[config.mk]
export PLATFORM = sky130hd
export DESIGN_NAME = cc_mim_microsequencer
export DESIGN_NICKNAME = d
export VERILOG_FILES = /design/src/rtl/cc_mim_pkg.sv /design/src/rtl/cc_mim_next_address.sv /design/src/rtl/cc_mim_microsequencer.sv
export SDC_FILE = /design/constraint.sdc
export NUM_CORES = 1
export LEC_CHECK = 0
export ABC_CLOCK_PERIOD_IN_PS = 2500
export CORE_MARGIN = 2
export CORE_UTILIZATION = 39
export DETAILED_ROUTE_END_ITERATION = 8
export PLACE_DENSITY_LB_ADDON = 0.15
export SLEW_MARGIN = 5
export SYNTH_ARGS = -nofsm -noshare
export SYNTH_HDL_FRONTEND = slang
export SYNTH_SLANG_ARGS = --single-unit
[constraint.sdc]
create_clock -name CC_MIM_Microsequencer_CLOCK_50 -period 2.5 [get_ports CC_MIM_Microsequencer_CLOCK_50]
set_clock_uncertainty 0.15 [all_clocks]
set_input_delay 0.375 -clock CC_MIM_Microsequencer_CLOCK_50 [delete_from_list [all_inputs] [get_ports CC_MIM_Microsequencer_CLOCK_50]]
set_output_delay 0.375 -clock CC_MIM_Microsequencer_CLOCK_50 [all_outputs]
set_load 0.01 [all_outputs]
[src/rtl/cc_mim_pkg.sv]
// Shared definitions for the micro-sequencer: MIR field map, COND codes, FSM encoding.
// Latency/backpressure: none (package only).
package cc_mim_pkg;

  localparam int MIR_W    = 41;
  localparam int CSADDR_W = 11;
  localparam int IR_W     = 32;
  localparam int PSR_W    = 4;

  // MIR field positions, bit 40 down to 0
  localparam int A_LSB    = 35;
  localparam int A_W      = 6;
  localparam int AMUX_BIT = 34;
  localparam int B_LSB    = 28;
  localparam int B_W      = 6;
  localparam int BMUX_BIT = 27;
  localparam int C_LSB    = 21;
  localparam int C_W      = 6;
  localparam int CMUX_BIT = 20;
  localparam int RD_BIT   = 19;
  localparam int WR_BIT   = 18;
  localparam int ALU_LSB  = 14;
  localparam int ALU_W    = 4;
  localparam int COND_LSB = 11;
  localparam int COND_W   = 3;
  localparam int JUMP_LSB = 0;
  localparam int JUMP_W   = 11;

  localparam int PSR_N = 3;
  localparam int PSR_Z = 2;
  localparam int PSR_V = 1;
  localparam int PSR_C = 0;

  // Decode-address construction: {1, op, op3, 00}
  localparam int       IR_BRANCH_BIT = 13;
  localparam int       IR_OP_HI      = 31;
  localparam int       IR_OP_LO      = 30;
  localparam int       IR_OP3_HI     = 24;
  localparam int       IR_OP3_LO     = 19;
  localparam logic     DEC_PREFIX    = 1'b1;
  localparam logic [1:0] DEC_SUFFIX  = 2'b00;

  typedef enum logic [COND_W-1:0] {
    COND_NEXT   = 3'b000,
    COND_N      = 3'b001,
    COND_Z      = 3'b010,
    COND_V      = 3'b011,
    COND_C      = 3'b100,
    COND_IR13   = 3'b101,
    COND_JUMP   = 3'b110,
    COND_DECODE = 3'b111
  } cond_e;

  typedef enum logic [1:0] {
    ST_FETCH = 2'd0,
    ST_EXEC  = 2'd1,
    ST_WAIT  = 2'd2
  } state_e;

  function automatic logic [CSADDR_W-1:0] decode_addr(input logic [IR_W-1:0] ir);
    return {DEC_PREFIX, ir[IR_OP_HI:IR_OP_LO], ir[IR_OP3_HI:IR_OP3_LO], DEC_SUFFIX};
  endfunction

endpackage

[src/rtl/cc_mim_next_address.sv]
// Next control-store address from COND/JUMP, PSR flags and IR.
// Latency: combinational; backpressure: none.
module cc_mim_next_address
  import cc_mim_pkg::*;
(
  input  logic [CSADDR_W-1:0] upc,
  input  logic [COND_W-1:0]   cond,
  input  logic [JUMP_W-1:0]   jump,
  input  logic [PSR_W-1:0]    psr,
  input  logic [IR_W-1:0]     ir,
  output logic [CSADDR_W-1:0] next_addr
);

  logic [CSADDR_W-1:0] upc_inc;
  logic                taken;
  logic                unused_ir;

  // Only op, op3 and the branch bit of the IR steer the sequence
  assign unused_ir = ^{ir[29:25], ir[18:14], ir[12:0]};

  always_comb begin
    upc_inc   = upc + 1'b1;
    taken     = 1'b0;
    next_addr = upc_inc;
    case (cond_e'(cond))
      COND_NEXT:   taken = 1'b0;
      COND_N:      taken = psr[PSR_N];
      COND_Z:      taken = psr[PSR_Z];
      COND_V:      taken = psr[PSR_V];
      COND_C:      taken = psr[PSR_C];
      COND_IR13:   taken = ir[IR_BRANCH_BIT];
      COND_JUMP:   taken = 1'b1;
      COND_DECODE: taken = 1'b0;
      default:     taken = 1'b0;
    endcase
    if (cond_e'(cond) == COND_DECODE)
      next_addr = decode_addr(ir);
    else if (taken)
      next_addr = jump;
  end

endmodule

[src/rtl/cc_mim_microsequencer.sv]
// Micro-PC/MIR sequencer in front of the control store; FETCH -> EXEC [-> WAIT] -> FETCH.
// Latency: 2 cycles per microword, plus one per MemReady-low cycle on RD/WR words.
module cc_mim_microsequencer
  import cc_mim_pkg::*;
#(
  parameter int                         DATAWIDTH_MIR    = 41,
  parameter int                         DATAWIDTH_CSADDR = 11,
  parameter int                         DATAWIDTH_IR     = 32,
  parameter logic [DATAWIDTH_CSADDR-1:0] RESET_ADDR      = 11'd0
) (
  input  logic                        CC_MIM_Microsequencer_CLOCK_50,
  input  logic                        CC_MIM_Microsequencer_RESET_InLow,
  output logic [DATAWIDTH_CSADDR-1:0] CC_MIM_Microsequencer_CSAddress_data_OutBUS,
  input  logic [DATAWIDTH_MIR-1:0]    CC_MIM_Microsequencer_CSData_data_InBUS,
  input  logic [DATAWIDTH_IR-1:0]     CC_MIM_Microsequencer_IR_data_InBUS,
  input  logic [3:0]                  CC_MIM_Microsequencer_PSR_data_InBUS,
  input  logic                        CC_MIM_Microsequencer_MemReady_InHigh,
  output logic [DATAWIDTH_MIR-1:0]    CC_MIM_Microsequencer_MIR_data_OutBUS,
  output logic                        CC_MIM_Microsequencer_Commit_OutHigh,
  output logic                        CC_MIM_Microsequencer_MemWait_OutHigh
);

  state_e                      state, state_nxt;
  logic [DATAWIDTH_CSADDR-1:0] upc;
  logic [DATAWIDTH_MIR-1:0]    mir;
  logic [DATAWIDTH_CSADDR-1:0] next_addr;
  logic                        mir_load;
  logic                        commit;
  logic                        mem_wait;
  logic                        mem_access;

  assign mem_access = mir[RD_BIT] | mir[WR_BIT];

  cc_mim_next_address u_next_address (
    .upc       (upc),
    .cond      (mir[COND_LSB +: COND_W]),
    .jump      (mir[JUMP_LSB +: JUMP_W]),
    .psr       (CC_MIM_Microsequencer_PSR_data_InBUS),
    .ir        (CC_MIM_Microsequencer_IR_data_InBUS),
    .next_addr (next_addr)
  );

  always_ff @(posedge CC_MIM_Microsequencer_CLOCK_50) begin
    if (!CC_MIM_Microsequencer_RESET_InLow) begin
      state <= ST_FETCH;
      upc   <= RESET_ADDR;
      mir   <= '0;
    end else begin
      state <= state_nxt;
      if (mir_load) mir <= CC_MIM_Microsequencer_CSData_data_InBUS;
      if (commit)   upc <= next_addr;
    end
  end

  always_comb begin
    state_nxt = state;
    mir_load  = 1'b0;
    commit    = 1'b0;
    mem_wait  = 1'b0;
    case (state)
      ST_FETCH: begin
        mir_load  = 1'b1;
        state_nxt = ST_EXEC;
      end
      ST_EXEC: begin
        if (!mem_access || CC_MIM_Microsequencer_MemReady_InHigh) begin
          commit    = 1'b1;
          state_nxt = ST_FETCH;
        end else begin
          state_nxt = ST_WAIT;
        end
      end
      ST_WAIT: begin
        mem_wait = 1'b1;
        if (CC_MIM_Microsequencer_MemReady_InHigh) begin
          commit    = 1'b1;
          state_nxt = ST_FETCH;
        end
      end
      default: state_nxt = ST_FETCH;
    endcase
    // A reset landing on this edge aborts the microinstruction, so it must not commit
    if (!CC_MIM_Microsequencer_RESET_InLow)
      commit = 1'b0;
  end

  assign CC_MIM_Microsequencer_CSAddress_data_OutBUS = upc;
  assign CC_MIM_Microsequencer_MIR_data_OutBUS       = mir;
  assign CC_MIM_Microsequencer_Commit_OutHigh        = commit;
  assign CC_MIM_Microsequencer_MemWait_OutHigh       = mem_wait;

endmodule

==> summary.md <==
| Metric | Value |
|---|---|
| Count of different cell masters after synthesis | 42 |
| I/O Pins | 134 |
| Post-synthesis sequential area ratio | 44.1% |
| Fin crit period | 2090 ps |
| Layout Utilization | 62.0% |
| Wire per inst | 13.9 um |
| Req. time, crit path | 1980 ps |
| Number of CTS-inserted buffers | 5 |
| R2R setup slack | ~540 ps |
| Overflow after GRT | 0 |
| Initial antenna violation count | 0 |
| First-pass GRT wire length | 10.2 mm |
| Syn avg cell area | 9.54 um2 |
| Met3 usage | 7.26% |
| Max Cap Viol | 0 |
| Vias | 2,220 |
| Fin nets | 451 |
| Rel. slew slack | 64.5% |
| CTS Root Buffer Type | clkbuf_8 |
| CP endpoint kind | primary output |
| Post CTS Setup Buffer Count | 0 |
| Min-delay worst type | reg2reg |
| DIE WIDTH | 83.3 um |
| Total chip power | 0.00193 W |
| Syn Std Cell Area | around 0.0025 mm2 |
| Syn_nets | 341 |
| Port Buffer Count | 110 |
| Pre-antenna DRT Iters | 5 |
| Area growth syn-to-layout | 51.4% |
| Worst Setup EP | CC_MIM_Microsequencer_Commit_OutHigh |
| Hpwl dp | roughly 4.6 mm |
| WS Path Type | reg2out |
| Post-route DRC violation count | 0 |
| Core Area | 0.00599 mm2 |
| GR Util met2 | 29.9% |
| # hold bufs at CTS | 0 |
| All-Layer GR Usage | 17.9% |
| Crit. Startpoint | state[0] |
| Placed cells | 435 |
| RSZ-0062 raised after global routing | no |
| Worst r2r src | state[1] |
| Critical Path Start Type | flip-flop |
| Synth Warn # | 0 |
| Leak pwr | 1.56 nW |
| Initial core utilization | about two fifths |
| Deepest clock path buffer count | 2 |
| Post-synth EDFFs | 0 |
| Setup_tns | 0 ps |
| PostCTS Resize Cnt | 0 |
| R2r worst-path depth | 8 |
| Initial DRC count | 57 |
| Synth Instances | 257 |
| Max Clock Freq | 477 MHz |
| Core Rows | 28 |
| Reg2Reg Capture Point | CC_MIM_Microsequencer_CSAddress_data_OutBUS[6] |
| CP arrival | 1570 ps |
| Largest net degree at the start of global routing | 51 |
| Power per cell area | 521 mW/mm2 |
| Busiest grt layer | met2 |
| Asr flop ratio synth | 0% |
| # clock sinks | 54 |
| Crit path max fanout | 5 |
| Die ar. | approximately 0.0069 mm2 |
| Final Max Tran Viols | 0 |
| Final non-filler cell total | 443 |
| Vias/cell | approximately 5 |
| Clock latency on the worst-skew pair | roughly 300 ps |
| Final setup fails | 0 |
| Final WL | 6.17 mm |
| Die Y | 83.3 um |
| Final hold violation count | 0 |
| N_diodes | 0 |
| Status | completed |
| #FFs+latches synth | 54 |
| TritonCTS clock tree | built |
| Vias in the first global route | 2,159 |
| Remaining antenna violation count after routing | 0 |
| H-tree levels | 2 |
| Maximum vdd drop | 0.297 mV |
| Routability cong. | 0.772 |
| Final period util | 83.8% |
| Reg clk slew, reported paths | 90 ps |
| Share of cells above drive strength 1 | 7.07% |
| Ys flop type | dfxtp_1 |
| Met1 Usage GRT | 21.5% |
| # fillers | 544 |
| Worst-margin pin slew | 532 ps |
## critical path: stages (launching register included)
cell and delay, ps:
dfxtp_1 360, inv_1 70, ha_1 250, o21a_1 220, o21ai_2 130, nor2_1 60
dlymetal6s2s_1 180
## state kept, by name, summed over array words and instances (netlist names)
register	cells
CC_MIM_Microsequencer_MIR_data_OutBUS	41
CC_MIM_Microsequencer_CSAddress_data_OutBUS	11
state	2
## Yosys cell counts, types with 2 or more instances
| cell | number | area share, % |
|---|---|---|
| dfxtp_1 | 54 | 44 |
| nor2_1 | 51 | 7.8 |
| mux2i_1 | 48 | 20 |
| nand2_1 | 11 | 1.7 |
| a21oi_1 | 8 | 1.6 |
| nand3_1 | 8 | 1.6 |
| clkbuf_1 | 7 | 1.1 |
| xnor2_1 | 7 | 2.5 |
| inv_1 | 6 | 0.92 |
| buf_2 | 5 | 1.0 |
| ha_1 | 4 | 2.0 |
| o21ai_0 | 4 | 0.82 |
| o22ai_1 | 4 | 1.0 |
| and4_1 | 3 | 1.1 |
| o211ai_1 | 3 | 0.92 |
| a21o_1 | 2 | 0.61 |
| a31o_1 | 2 | 0.71 |
| a31oi_1 | 2 | 0.51 |
| nand4_1 | 2 | 0.51 |
| o21ai_1 | 2 | 0.41 |
| or3_1 | 2 | 0.51 |
| xor2_1 | 2 | 0.71 |
## cell type report
cell class                      count  area [um2]  area share (%)
Clock buffer                        5        68.8            1.85
Clock inverter                      3        21.3           0.573
Inverter                            7        26.3           0.708
Multi-Input combinational cell    182        1260            34.1
Sequential cell                    54        1080            29.1
Tap cell                           75        93.8            2.53
Timing Repair Buffer              117        1160            31.1
## cell families after synthesis
family / after synthesis / share of synthesized area, %
flops: 54 / 44.1
compound gates: 36 / 10.6
buf+inv: 21 / 4.44
mux: 48 / 19.6
xor+xnor: 9 / 3.21
fa+ha+maj: 4 / 2.04
simple gates: 85 / 16.0
## power breakdown
| part | switching, W | internal, W |
|---|---|---|
| Sequential | 0.0000511 | 0.000921 |
| Clock | 0.000285 | 0.000197 |
| Combinational | 0.000194 | 0.000284 |
| Total | 0.000530 | 0.00140 |
## placed cells by master (no fill, tap or decap), types with 5 or more instances in the layout
cell / n
clkdlybuf4s50_1: 109
dfxtp_1: 54
nor2_1: 51
mux2i_1: 48
nand2_1: 11
nand3_1: 8
a21oi_1: 8
xnor2_1: 7
buf_4: 7
inv_1: 6
clkbuf_8: 5
## worst min-delay path by stage
stage                                               from                                         to  slack, ps  cells past startpoint
5_1_grt        CC_MIM_Microsequencer_MIR_data_OutBUS[29]  CC_MIM_Microsequencer_MIR_data_OutBUS[29]        380                      2
4_1_cts        CC_MIM_Microsequencer_MIR_data_OutBUS[35]  CC_MIM_Microsequencer_MIR_data_OutBUS[35]        360                      2
2_1_floorplan      CC_MIM_Microsequencer_MemReady_InHigh                                   state[1]        300                      1
3_3_place_gp   CC_MIM_Microsequencer_MIR_data_OutBUS[23]  CC_MIM_Microsequencer_MIR_data_OutBUS[23]        320                      2
3_5_place_dp   CC_MIM_Microsequencer_MIR_data_OutBUS[14]  CC_MIM_Microsequencer_MIR_data_OutBUS[14]        330                      2
6_report       CC_MIM_Microsequencer_MIR_data_OutBUS[14]  CC_MIM_Microsequencer_MIR_data_OutBUS[14]        350                      2
## stage by stage
stage | setup slack (ps) | hold slack [ps] | cell area, um2
after floorplan | 591 | 304 | 2450
after global placement | 222 | 321 | 3620
after detailed placement | 189 | 334 | 3620
after CTS | 53.6 | 357 | 3710
after global routing | 277 | 377 | 3710
final | 406 | 350 | 3710
## layer usage
metal	vias up	wire length, um
met5	-	0
met4	0	49
met3	4	539
met2	90	3000
met1	1010	2590
li1	1116	-
Note: power is estimated with default switching activity, not from simulation.
